### src/rtl/regfile_wb_arbiter.sv
// Two-source (ALU/load) writeback arbiter for a 32x32 register file, with a per-register busy scoreboard.
// Optional build macro WB_ARB_BYPASS_EN: an empty-queue request that wins arbitration writes in the same cycle.
module regfile_wb_arbiter #(
    parameter int unsigned DEPTH  = 2,
    parameter int unsigned ADDR_W = 5,
    parameter int unsigned DATA_W = 32
) (
    input  logic              clk,
    input  logic              rst_n,
    input  logic              a_valid,
    output logic              a_ready,
    input  logic [ADDR_W-1:0] a_addr,
    input  logic [DATA_W-1:0] a_data,
    input  logic              b_valid,
    output logic              b_ready,
    input  logic [ADDR_W-1:0] b_addr,
    input  logic [DATA_W-1:0] b_data,
    output logic              rf_we,
    output logic [ADDR_W-1:0] rf_waddr,
    output logic [DATA_W-1:0] rf_wdata,
    output logic [31:0]       busy_vec,
    output logic              idle
);

    localparam int unsigned PTR_W = $clog2(DEPTH);
    localparam int unsigned OCC_W = $clog2(DEPTH + 1);
    localparam int unsigned CNT_W = $clog2(2 * DEPTH + 1);
    localparam int unsigned NREG  = 32;
    localparam int unsigned NSRC  = 2;
    localparam logic        SRC_A = 1'b0;

    // Source 0 is A (ALU), source 1 is B (load unit).
    logic [NSRC-1:0]   in_valid;
    logic [ADDR_W-1:0] in_addr   [NSRC];
    logic [DATA_W-1:0] in_data   [NSRC];

    logic [ADDR_W-1:0] q_addr_q  [NSRC][DEPTH];
    logic [DATA_W-1:0] q_data_q  [NSRC][DEPTH];
    logic [PTR_W-1:0]  wr_ptr_q  [NSRC];
    logic [PTR_W-1:0]  wr_ptr_d  [NSRC];
    logic [PTR_W-1:0]  rd_ptr_q  [NSRC];
    logic [PTR_W-1:0]  rd_ptr_d  [NSRC];
    logic [OCC_W-1:0]  occ_q     [NSRC];
    logic [OCC_W-1:0]  occ_d     [NSRC];
    logic              rr_q;
    logic              rr_d;
    logic [CNT_W-1:0]  cnt_q     [NREG];
    logic [CNT_W-1:0]  cnt_d     [NREG];

    logic [NSRC-1:0]   empty;
    logic [NSRC-1:0]   full;
    logic [NSRC-1:0]   ready;
    logic [ADDR_W-1:0] head_addr [NSRC];
    logic [DATA_W-1:0] head_data [NSRC];

    logic [NSRC-1:0]   cand;
    logic [ADDR_W-1:0] cand_addr [NSRC];
    logic [DATA_W-1:0] cand_data [NSRC];
    logic [NSRC-1:0]   gnt;
    logic [NSRC-1:0]   pop;
    logic [NSRC-1:0]   byp;
    logic [NSRC-1:0]   push;
    logic              both;
    logic              same;
    logic              dec_en;
    logic [ADDR_W-1:0] dec_addr;

    assign in_valid   = {b_valid, a_valid};
    assign in_addr[0] = a_addr;
    assign in_addr[1] = b_addr;
    assign in_data[0] = a_data;
    assign in_data[1] = b_data;

    // Ready depends only on stored occupancy, never on this cycle's grant.
    always_comb begin
        for (int unsigned s = 0; s < NSRC; s++) begin
            empty[s]     = (occ_q[s] == '0);
            full[s]      = (occ_q[s] == OCC_W'(DEPTH));
            ready[s]     = !full[s];
            head_addr[s] = q_addr_q[s][rd_ptr_q[s]];
            head_data[s] = q_data_q[s][rd_ptr_q[s]];
        end
    end

    always_comb begin
        for (int unsigned s = 0; s < NSRC; s++) begin
`ifdef WB_ARB_BYPASS_EN
            // An empty queue competes with its live request so the winner can skip the queue.
            cand[s]      = !empty[s] || (rst_n && in_valid[s] && (in_addr[s] != '0));
            cand_addr[s] = empty[s] ? in_addr[s] : head_addr[s];
            cand_data[s] = empty[s] ? in_data[s] : head_data[s];
`else
            cand[s]      = !empty[s];
            cand_addr[s] = head_addr[s];
            cand_data[s] = head_data[s];
`endif
        end
    end

    // Same-address contenders always resolve to A and leave the rr pointer alone.
    always_comb begin
        both   = cand[0] && cand[1];
        same   = both && (cand_addr[0] == cand_addr[1]);
        gnt    = '0;
        gnt[0] = cand[0] && (!cand[1] || same || (rr_q == SRC_A));
        gnt[1] = cand[1] && !gnt[0];
        rr_d   = (both && !same) ? ~rr_q : rr_q;

        pop = '0;
        byp = '0;
        for (int unsigned s = 0; s < NSRC; s++) begin
            pop[s] = gnt[s] && !empty[s];
            byp[s] = gnt[s] && empty[s];
        end

        rf_we    = |gnt;
        rf_waddr = '0;
        rf_wdata = '0;
        if (gnt[0]) begin
            rf_waddr = cand_addr[0];
            rf_wdata = cand_data[0];
        end else if (gnt[1]) begin
            rf_waddr = cand_addr[1];
            rf_wdata = cand_data[1];
        end

        dec_en   = |pop;
        dec_addr = pop[0] ? head_addr[0] : head_addr[1];
    end

    // Writes to r0 complete the handshake but are discarded.
    always_comb begin
        push = '0;
        for (int unsigned s = 0; s < NSRC; s++) begin
            push[s] = in_valid[s] && ready[s] && (in_addr[s] != '0) && !byp[s];
        end
    end

    always_comb begin
        for (int unsigned s = 0; s < NSRC; s++) begin
            wr_ptr_d[s] = push[s] ? wr_ptr_q[s] + PTR_W'(1) : wr_ptr_q[s];
            rd_ptr_d[s] = pop[s]  ? rd_ptr_q[s] + PTR_W'(1) : rd_ptr_q[s];
            occ_d[s]    = occ_q[s];
            if (push[s] && !pop[s]) begin
                occ_d[s] = occ_q[s] + OCC_W'(1);
            end else if (!push[s] && pop[s]) begin
                occ_d[s] = occ_q[s] - OCC_W'(1);
            end
        end
    end

    // Scoreboard: up to two increments and one decrement per register per cycle, applied net.
    always_comb begin
        logic inc_a;
        logic inc_b;
        logic dec;
        inc_a    = 1'b0;
        inc_b    = 1'b0;
        dec      = 1'b0;
        busy_vec = '0;
        for (int unsigned r = 0; r < NREG; r++) begin
            cnt_d[r] = cnt_q[r];
        end
        for (int unsigned r = 1; r < NREG; r++) begin
            inc_a       = push[0] && (in_addr[0] == ADDR_W'(r));
            inc_b       = push[1] && (in_addr[1] == ADDR_W'(r));
            dec         = dec_en && (dec_addr == ADDR_W'(r));
            cnt_d[r]    = cnt_q[r] + CNT_W'(inc_a) + CNT_W'(inc_b) - CNT_W'(dec);
            busy_vec[r] = (cnt_q[r] != '0);
        end
        cnt_d[0] = '0;
    end

    always_ff @(posedge clk or negedge rst_n) begin
        if (!rst_n) begin
            for (int unsigned s = 0; s < NSRC; s++) begin
                wr_ptr_q[s] <= '0;
                rd_ptr_q[s] <= '0;
                occ_q[s]    <= '0;
            end
            rr_q <= SRC_A;
            for (int unsigned r = 0; r < NREG; r++) begin
                cnt_q[r] <= '0;
            end
        end else begin
            for (int unsigned s = 0; s < NSRC; s++) begin
                wr_ptr_q[s] <= wr_ptr_d[s];
                rd_ptr_q[s] <= rd_ptr_d[s];
                occ_q[s]    <= occ_d[s];
            end
            rr_q <= rr_d;
            for (int unsigned r = 0; r < NREG; r++) begin
                cnt_q[r] <= cnt_d[r];
            end
        end
    end

    // Entry storage needs no reset: occupancy alone decides what is valid.
    always_ff @(posedge clk) begin
        for (int unsigned s = 0; s < NSRC; s++) begin
            if (push[s]) begin
                q_addr_q[s][wr_ptr_q[s]] <= in_addr[s];
                q_data_q[s][wr_ptr_q[s]] <= in_data[s];
            end
        end
    end

    assign a_ready = ready[0];
    assign b_ready = ready[1];
    assign idle    = &empty;

endmodule

### config.mk
export PLATFORM = sky130hd
export DESIGN_NAME = regfile_wb_arbiter
export DESIGN_NICKNAME = d
export VERILOG_FILES = /design/src/rtl/regfile_wb_arbiter.sv
export SDC_FILE = /design/constraint.sdc
export NUM_CORES = 1
export LEC_CHECK = 0
export BUFFER_PORTS_ARGS = -buffer_cell sky130_fd_sc_hd__buf_4
export CORE_MARGIN = 2
export CORE_UTILIZATION = 55
export DETAILED_ROUTE_END_ITERATION = 8
export PLACE_DENSITY = 0.82
export SYNTH_ARGS = -nofsm -noshare
export SYNTH_HDL_FRONTEND = slang
export SYNTH_SLANG_ARGS = --single-unit
### constraint.sdc
create_clock -name clk -period 8.1 [get_ports clk]
set_input_delay 2.43 -clock clk [delete_from_list [all_inputs] [get_ports clk]]
set_output_delay 2.43 -clock clk [all_outputs]
set_load 0.05 [all_outputs]
==> results_dict.tcl <==
set metrics [dict create \
    run_status "finished, final reports clean" \
    critPathMaxFanout 55 \
    ys_ff_latch 250 \
    grt.overflow.total 0 \
    grt_max_degree 83 \
    critPathLaunchType "register" \
    crit_path_max_incr_delay_ns 1.15 \
    synth_compound_area_share_pct 7.05 \
    port_buffers 149 \
    initial_core_util_pct 55.7 \
    crit_slowest_cell "dfrtp_2" \
    drtIter0Drc 743 \
    die_x_um 158 \
    core_sq_mm 0.0233 \
    first_pass_iters 6 \
    synthFlopType "edfxtp_1" \
    postRouteWirelength_um 30600 \
    setup-violations-final 0 \
    ir_worst_vdd_uv 425 \
    r2r_slack_ns 3.26 \
    drtAntennaViolNets 0 \
    row_count 56 \
    crit_arrival_ns 4.29 \
    antenna_cells 0 \
    crit_path_frequent_cell "buf_4" \
    nNetsFinal 1368 \
    path_clk_slew_ns 0.06 \
    cts-root-buf "clkbuf_16" \
    worstSetupPathType "reg -> out" \
    syn_area_per_cell_sq_um 12.4 \
    final-max-slew-violation-count 0 \
    ys_types 56 \
    fin_crit_sh_pct 83.0 \
    cts_tree "done" \
    final_hold_viol_count 0 \
    combPwrFrac_pct 52.3 \
    seq_area_frac_synth_pct 53.8 \
    r2r-start "rd_ptr_q[0]" \
    cts_made_buffers 27 \
    p_per_area_mw_per_mm2 469 \
    skew_ns 0.0176 \
    setup_tns_ns 0 \
    synth_fa_ha_area_share_pct 12.7 \
    synthSimpleGateAreaFrac_pct 10.0 \
    p_sw_mw 3.28 \
    ctsHtreeMaxLevel 1 \
    dp_hpwl_um 21300 \
    utilization_pct 65.7 \
    synth_top_family_by_area "adder cells" \
    place.gp.congestion 0.891 \
    globalRouteTotalUtil_pct 25.3 \
    crit_end "rf_wdata[26]" \
    pin_count 151 \
    drv_cap 0 \
    yosys_warnings 0 \
    fin_crit_ns 6.72 \
    min_path_type "reg -> reg" \
    syn_inst 1051 \
    dieArea_sq_mm 0.0249 \
    crit_path_start "rd_ptr_q[0]" \
    reg2reg_depth 11 \
    post_drt_wl_per_cell_um 19.9 \
    critPathRequiredTime_ns 5.67 \
    drc 0 \
    netlist_area_sq_mm 0.0130 \
    r2r-end "cnt_q[8]" \
    grt_pass1_wl_um 48600 \
    area_growth_pct 17.9 \
    power_frac_seq_pct 30.1 \
    via_per_inst 5.73 \
    antenna_found_initial 0 \
    cts.repair.resized 0 \
    clock_power_share_pct 17.6 \
    cts_hold_buffers 0 \
    rsz0062_at_grt "false" \
    power.internal_mw 3.91 \
    cts-root-to-sink-buffers 3 \
    swShare_pct 45.6 \
    syn_nets 1224 \
    end_kind "output pin" \
    async_flop_share_pct 40.8 \
    clock-sinks 250 \
    slew_headroom_pct 18.2 \
    drive_above_1_share_pct 21.4 \
    clock_latency_ns 0.55 \
    max_freq_mhz 149 \
    synthMuxAreaShare_pct 6.38 \
    num_vias 8788 \
    path_cells "mux2i_2 > xnor2_1 > o41ai_4 > nand3_1 > buf_4 > o22ai_1 > buf_4" \
    synth-xor-area-share_pct 5.19 \
    die_y_um 158 \
    tightest_slew_ns 1.22 \
    p_leak_nw 6.30 \
    synth_edf_count 148 \
    cts_setup_buffers 0 \
    grt_pass1_vias 9055 \
]
[cell families after synthesis]
kind of cell               after synthesis
and+or+nand+nor                        264
DFF                                    250
buffers and inverters                  157
AOI/OAI and AO/OA                      130
adders and majority gates               95
xor gates and xnor gates                77
muxes                                   77
other                                    1
[synthesized netlist by cell type (2+ instances only)]
| master | instances | area (sq um) |
|---|---|---|
| edfxtp_1 | 148 | 4440 |
| a22oi_1 | 31 | 233 |
| or3_1 | 36 | 225 |
| o21ai_2 | 4 | 35.0 |
| buf_1 | 4 | 15.0 |
| buf_2 | 4 | 20.0 |
| o21a_1 | 2 | 15.0 |
| mux2i_2 | 2 | 27.5 |
| nand4_1 | 2 | 12.5 |
| a21oi_1 | 18 | 90.1 |
| xnor2_1 | 56 | 490 |
| nor3b_1 | 3 | 22.5 |
| ha_1 | 33 | 413 |
| o2111ai_1 | 7 | 61.3 |
| nor2b_1 | 4 | 25.0 |
| o22ai_1 | 32 | 200 |
| o31ai_1 | 7 | 52.6 |
| xor2_1 | 21 | 184 |
| nor2_1 | 65 | 244 |
| a32oi_1 | 2 | 17.5 |
| mux2_2 | 37 | 417 |
| and2_1 | 4 | 25.0 |
| o21ai_0 | 9 | 45.0 |
| a2111oi_0 | 2 | 17.5 |
| and3b_1 | 3 | 26.3 |
| or2_2 | 7 | 43.8 |
| inv_1 | 116 | 435 |
| clkbuf_1 | 29 | 109 |
| nand3_1 | 45 | 225 |
| mux2i_1 | 37 | 370 |
| dfrtp_1 | 102 | 2550 |
| buf_6 | 3 | 33.8 |
| nand4b_1 | 2 | 17.5 |
| nand2b_1 | 8 | 50.1 |
| or3b_2 | 2 | 17.5 |
| a41oi_1 | 2 | 17.5 |
| nand2_1 | 53 | 199 |
| nor3_1 | 24 | 120 |
| a41o_1 | 2 | 20.0 |
| fa_1 | 62 | 1240 |
| o32a_1 | 2 | 20.0 |
| a211oi_1 | 5 | 37.5 |
[state kept, by name, summed over array words and instances (netlist names)]
name	cells
q_data_q	128
cnt_q	93
q_addr_q	20
occ_q	4
rd_ptr_q	2
wr_ptr_q	2
rr_q	1
[power groups by stage]
stage	Sequential [mW]	Combinational (mW)	Clock [mW]
3_5_place_dp	2.18	3.74	0
3_3_place_gp	2.16	3.61	0
6_report	2.16	3.76	1.27
4_1_cts	2.16	3.76	1.28
2_1_floorplan	2.05	2.84	0
5_1_grt	2.22	4.06	1.33
[worst max-delay path: cells and delay by family (launching register included)]
| kind | cells | cell delay, ns |
|---|---|---|
| xor gates and xnor gates | 1 | 0.21 |
| muxes | 1 | 0.37 |
| DFF | 1 | 1.15 |
| buffers and inverters | 2 | 0.67 |
| and+or+nand+nor | 1 | 0.57 |
| AOI/OAI and AO/OA | 2 | 0.75 |
[how the worst min path moves through the flow]
stage	slack, ns	endpoint	from	depth (start not counted)
floorplan	0.44	cnt_q[32]	cnt_q[32]	1
global placement	0.45	cnt_q[50]	cnt_q[50]	1
detailed placement	0.46	cnt_q[68]	cnt_q[68]	1
CTS	0.47	cnt_q[68]	cnt_q[68]	1
global route	0.48	cnt_q[68]	cnt_q[68]	1
finish	0.46	cnt_q[50]	cnt_q[50]	1
[layer usage]
metal / global-route usage [%] / up-vias / part of all wire [%]
met5: 0 / - / 0
met4: 9.96 / 0 / 4.1
met3: 6.08 / 93 / 8.2
met2: 40.8 / 389 / 48
met1: 33.5 / 4329 / 40
li1: - / 3977 / -
[cells in the final DEF, fill, tap and decap left out, types with 3 or more instances in the layout]
master / Yosys / final
nor2_1: 65 / 63
nand2_1: 53 / 53
a21oi_1: 18 / 18
o21ai_0: 9 / 9
o22ai_1: 32 / 32
fa_1: 62 / 62
clkinv_2: 0 / 5
o2111ai_1: 7 / 7
dfrtp_1: 102 / 100
clkbuf_1: 29 / 5
mux2_2: 37 / 37
nor2b_1: 4 / 3
mux2i_1: 37 / 37
clkbuf_16: 0 / 27
inv_1: 116 / 116
bufinv_16: 0 / 4
xnor2_1: 56 / 56
nor3_1: 24 / 24
nand3_1: 45 / 45
or3_1: 36 / 36
a22oi_1: 31 / 31
a211oi_1: 5 / 5
clkinv_1: 0 / 4
ha_1: 33 / 33
nor3b_1: 3 / 3
nand2b_1: 8 / 8
or2_2: 7 / 7
o31ai_1: 7 / 7
xor2_1: 21 / 21
buf_4: 1 / 156
o21ai_2: 4 / 4
and3b_1: 3 / 3
edfxtp_1: 148 / 148
[per-stage QoR]
step                std cells  total power, mW  setup WS [ns]  hold slack (ns)  area [sq um]
finish                   1535             7.19           1.38            0.462         15300
global route             1535             7.62           1.07            0.479         15300
floorplan                1051             4.88           2.76            0.440         13000
detailed placement       1485             5.92           1.97            0.457         14400
global placement         1485             5.76           2.14            0.454         14400
CTS                      1535             7.21           1.38            0.468         15300
[layout make-up]
type                    count  area, sq um
well taps                 319          399
inverters                 116          435
multi-input cells         644         5400
clock inverters            16          194
fillers                  1705         8010
clock buffers              34          722
repair buffers            156         1170
flip-flops and latches    250         7000
(Power assumes the default switching activity.)
